==> src/rtl/pipeline_ctrl_pkg.sv <==
// pipe_pkg: shared pipeline-register update commands, sequencer states and defaults.
package pipe_pkg;
  typedef enum logic [1:0] {UPD_HOLD = 2'd0, UPD_LOAD = 2'd1, UPD_FLUSH = 2'd2} upd_t;
  typedef enum logic [1:0] {RUN = 2'd0, EXEC_WAIT = 2'd1, HALT = 2'd2} ctrl_state_t;
  localparam int WAIT_W_DEF = 5;
endpackage

==> src/rtl/pipeline_ctrl_hazard_detect.sv <==
// hazard_detect: flags a decode source that reads the register the DE instruction writes.
module hazard_detect (
  input  logic [5:0] d_rs,
  input  logic [5:0] d_rt,
  input  logic       d_uses_rs,
  input  logic       d_uses_rt,
  input  logic [1:0] de_rw,
  input  logic [4:0] de_rd,
  output logic       raw
);
  logic [5:0] dst;
  assign dst = {de_rw[1], de_rd};
  assign raw = (|de_rw) && ((d_uses_rs && d_rs == dst) || (d_uses_rt && d_rt == dst));
endmodule

==> src/rtl/pipeline_ctrl.sv <==
// pipeline_ctrl: sequences FD/DE/EW update commands and PC control across waits, hazards,
// redirects, external stalls and halt.
module pipeline_ctrl import pipe_pkg::*; #(
  parameter int WAIT_W = WAIT_W_DEF
) (
  input  logic              clk,
  input  logic              rstn,
  input  logic              ext_stall,
  input  logic              resume,
  input  logic [5:0]        d_rs,
  input  logic [5:0]        d_rt,
  input  logic              d_uses_rs,
  input  logic              d_uses_rt,
  input  logic [1:0]        de_rw,
  input  logic [4:0]        de_rd,
  input  logic [WAIT_W-1:0] de_wait_time,
  input  logic              de_redirect,
  input  logic              de_stop,
  output logic [1:0]        fd_update,
  output logic [1:0]        de_update,
  output logic [1:0]        ew_update,
  output logic              pc_en,
  output logic              pc_sel,
  output logic              halted,
  output logic              exec_busy
);
  ctrl_state_t       state, state_nx;
  logic [WAIT_W-1:0] cnt, cnt_nx;
  upd_t              fd_u, de_u, ew_u;
  logic              raw, e_done;
  hazard_detect u_hazard (
    .d_rs(d_rs), .d_rt(d_rt), .d_uses_rs(d_uses_rs), .d_uses_rt(d_uses_rt),
    .de_rw(de_rw), .de_rd(de_rd), .raw(raw)
  );
  // a wait time of 0 completes like 1; cnt<=1 keeps the counter from ever underflowing
  assign e_done = (state == RUN && de_wait_time <= WAIT_W'(1)) ||
                  (state == EXEC_WAIT && cnt <= WAIT_W'(1));
  always_comb begin
    state_nx = state;
    cnt_nx = cnt;
    fd_u = UPD_HOLD;
    de_u = UPD_HOLD;
    ew_u = UPD_HOLD;
    pc_en = 1'b0;
    pc_sel = 1'b0;
    if (!rstn) begin
      state_nx = RUN;
      cnt_nx = '0;
    end else if (state == HALT) begin
      state_nx = resume ? RUN : HALT;
    end else if (!ext_stall) begin
      if (!e_done) begin
        ew_u = UPD_FLUSH;
        state_nx = EXEC_WAIT;
        cnt_nx = (state == RUN) ? de_wait_time - WAIT_W'(1) : cnt - WAIT_W'(1);
      end else begin
        ew_u = UPD_LOAD;
        state_nx = de_stop ? HALT : RUN;
        cnt_nx = '0;
        fd_u = (de_stop || de_redirect) ? UPD_FLUSH : raw ? UPD_HOLD : UPD_LOAD;
        de_u = (de_stop || de_redirect || raw) ? UPD_FLUSH : UPD_LOAD;
        pc_en = !de_stop && (de_redirect || !raw);
        pc_sel = !de_stop && de_redirect;
      end
    end
  end
  always_ff @(posedge clk) begin
    if (!rstn) begin
      state <= RUN;
      cnt <= '0;
    end else begin
      state <= state_nx;
      cnt <= cnt_nx;
    end
  end
  assign fd_update = fd_u;
  assign de_update = de_u;
  assign ew_update = ew_u;
  assign halted = rstn && state == HALT;
  assign exec_busy = rstn && state == EXEC_WAIT;
endmodule

==> config.mk <==
export PLATFORM = sky130hd
export DESIGN_NAME = pipeline_ctrl
export DESIGN_NICKNAME = d
export VERILOG_FILES = /design/src/rtl/pipeline_ctrl_pkg.sv /design/src/rtl/pipeline_ctrl_hazard_detect.sv /design/src/rtl/pipeline_ctrl.sv
export SDC_FILE = /design/constraint.sdc
export NUM_CORES = 1
export LEC_CHECK = 0
export CORE_MARGIN = 2
export CORE_UTILIZATION = 40
export DETAILED_ROUTE_END_ITERATION = 16
export MAX_ROUTING_LAYER = met4
export PLACE_DENSITY_LB_ADDON = 0.3
export SKIP_CTS_REPAIR_TIMING = 1
export SLEW_MARGIN = 20
export SYNTH_ARGS = -nofsm -noshare
export SYNTH_HDL_FRONTEND = slang
export SYNTH_SLANG_ARGS = --single-unit
==> constraint.sdc <==
create_clock -name clk -period 3.23 [get_ports clk]
set_clock_uncertainty 0.05 [all_clocks]
set_input_delay 0.646 -clock clk [delete_from_list [all_inputs] [get_ports clk]]
set_output_delay 0.646 -clock clk [all_outputs]
set_load 0.05 [all_outputs]
==> results of run 1 <==
[synthesized netlist by cell type (3+ instances only)]
library cell   n
nor2_1         9
xnor2_1        8
nor3_1         3
dfxtp_1        7
ha_1           4
nor4_1         4
inv_1          5
a21oi_1        4
nand2_1        8
o21ai_0       10
nor2b_1        3
xor2_1         7
[power groups by stage]
stage          clock (mW)  combinational (mW)  sequential (mW)
6_report           0.0816               0.163            0.111
5_1_grt            0.0896               0.177            0.112
4_1_cts            0.0845               0.163            0.110
3_5_place_dp            0               0.162            0.112
3_3_place_gp            0               0.160            0.112
2_1_floorplan           0              0.0919            0.107
[state kept, by name (all words and copies together), names as in the netlist]
register and flops:
cnt 5, state 2
[logic make-up (layout without fill, tap and decap cells)]
group | after synthesis | after routing | synth area share
fa+ha+maj | 4 | 4 | 0.0686
flops | 7 | 7 | 0.192
buf+inv | 9 | 52 | 0.0618
xor+xnor | 15 | 15 | 0.180
simple gates | 40 | 40 | 0.298
compound gates | 22 | 22 | 0.199
[worst paths after layout]
kind         cells after the start       startpoint      endpoint
max                              8  de_wait_time[0]  fd_update[0]
min                              2           cnt[4]        cnt[4]
max reg2reg                      7           cnt[1]        cnt[4]
min reg2reg                      2           cnt[4]        cnt[4]
[cells in the final DEF, fill, tap and decap left out, types with 3 or more instances in the layout]
cell and n:
nor2_1 9, ha_1 4, a21oi_1 4, buf_12 8, clkdlybuf4s50_1 31, nor3_1 3
inv_1 5, o21ai_0 10, nor2b_1 3, xor2_1 7, xnor2_1 8, clkbuf_4 3
nand2_1 8, nor4_1 4, dfxtp_1 7
[worst max-delay path: stages]
cell and delay (ns):
clkdlybuf4s50_1 0.55, ha_1 0.19, o211ai_2 0.11, nand2_1 0.12
nand3_2 0.11, inv_2 0.12, and3_1 0.27, buf_12 0.17
[final cells by class]
type / instances / area, um^2 / share of cell area
Multi-Input combinational cell: 81 / 544 / 0.434
Timing Repair Buffer: 41 / 485 / 0.387
Sequential cell: 7 / 140 / 0.112
Tap cell: 25 / 31.3 / 0.0250
Clock buffer: 4 / 26.3 / 0.0210
Inverter: 7 / 26.3 / 0.0210
[metrics by stage]
stage / util / hold WS (ns)
2_1_floorplan: - / 0.427
3_3_place_gp: 0.711 / 0.459
3_5_place_dp: 0.711 / 0.463
4_1_cts: 0.726 / 0.466
5_1_grt: 0.726 / 0.533
6_report: 0.726 / 0.465
[per-layer routing]
| layer | up-vias | routed length (um) | GRT usage |
|---|---|---|---|
| met5 | - | 0 | - |
| li1 | 431 | - | - |
| met3 | 5 | 135 | 0.0667 |
| met2 | 36 | 997 | 0.378 |
| met1 | 395 | 859 | 0.241 |
| met4 | 0 | 34 | 0.0611 |
==> impl_metrics.tcl, run 1 <==
set metrics [dict create \
    post-route-min-period_ns 2.97 \
    dp_hpwl_mm 1.70 \
    drive_gt1_frac 0.157 \
    hold_path_class "reg2reg" \
    switchingPower_uw 126 \
    ys_ff_latch 7 \
    cts_tree "built" \
    slew_viol_final 0 \
    drc 0 \
    gp_congestion 0.929 \
    dp_slack_ns 0.257 \
    async_reset_ff_frac 0 \
    cts.sinks 7 \
    synth.top_cell.area_share 0.192 \
    clkPwrFrac 0.230 \
    fmax_mhz 336 \
    cp-end-kind "primary output" \
    cp_max_fo 5 \
    num_vias 867 \
    grt_first_pass_wirelength_mm 3.31 \
    synth_cell_type_count 31 \
    clkTransAtPathRegs_ns 0.05 \
    seqPwrFrac 0.312 \
    fin_nets 177 \
    fin_crit_sh 0.921 \
    maxCapViolCount 0 \
    cts-root-buf "clkbuf_4" \
    drt-wirelength-per-cell_um 12.3 \
    grt_pass1_vias 785 \
    yosysSeqAreaShare 0.192 \
    max_slew_margin 0.769 \
    track_usage 0.218 \
    grt_overflow 0 \
    ios 42 \
    postRouteAntennaNets 0 \
    required_ns 2.53 \
    placed_cells 161 \
    hold_violations 0 \
    syn_inst 97 \
    clockBufferDepth 2 \
    wirelength_mm 2.03 \
    status "complete, no violations" \
    finalSetupViolations 0 \
    die-area_um2 2180 \
    synth_area_leader_cell "dfxtp_1" \
    dr.pass1.iters 4 \
    rsz0062_at_grt "no" \
    critical_path_class "in2out" \
    switching_share 0.354 \
    netlist_area_um2 729 \
    cp.arrival_ns 2.28 \
    final-instance-count-excl-fill 165 \
    pwr-share-comb 0.459 \
    fin_setup_tns_ns 0 \
    antenna_cells 0 \
    finalPower_uw 355 \
    synth_edf_count 0 \
    vdd.ir_drop.worst_v 0.000230 \
    vias_per_cell 5.25 \
    p_per_area_nw_per_um2 283 \
    die_w_um 46.7 \
    internal_power_uw 229 \
    areaGrowthSynthToFinish_pct 71.9 \
    leakagePower_nw 0.506 \
    coreArea_um2 1730 \
    synth_flop_cell "dfxtp_1" \
    ys_warn_count 0 \
    detailed_place.area_um2 1230 \
    io_buffers 41 \
    cts_buffers 3 \
    grt_start_max_net_pins 10 \
    syn_nets 133 \
    antenna_found_initial 0 \
    drt_iter0_drc 25 \
    layout_setup_ws_ns 0.256 \
    avgSynthCellArea_um2 7.52 \
    nFillCells 133 \
    synthTopCellsByArea "dfxtp_1 (19%), xnor2_1 (9.6%), xor2_1 (8.4%)" \
    critPathLaunchType "input pin" \
    tightest_slew_ns 0.346 \
    die_y_um 46.7 \
    num_rows 15 \
    htree_levels 1 \
    clk-insertion-delay-late_ns 0.26 \
    initial_core_util 0.422 \
    stdcell_area_um2 1250 \
    rrSetupSlack_ns 1.68 \
]
(Power assumes the default switching activity.)
==> inputs of run 2 (changes only) <==
--- a/config.mk
+++ b/config.mk
@@ -11,7 +11,7 @@
 export MAX_ROUTING_LAYER = met4
 export PLACE_DENSITY_LB_ADDON = 0.3
 export SKIP_CTS_REPAIR_TIMING = 1
-export SLEW_MARGIN = 20
+export SLEW_MARGIN = 15
 export SYNTH_ARGS = -nofsm -noshare
 export SYNTH_HDL_FRONTEND = slang
 export SYNTH_SLANG_ARGS = --single-unit
==> results of run 2 <==
The final DEF is identical to that of run 1; final timing and power are the same.
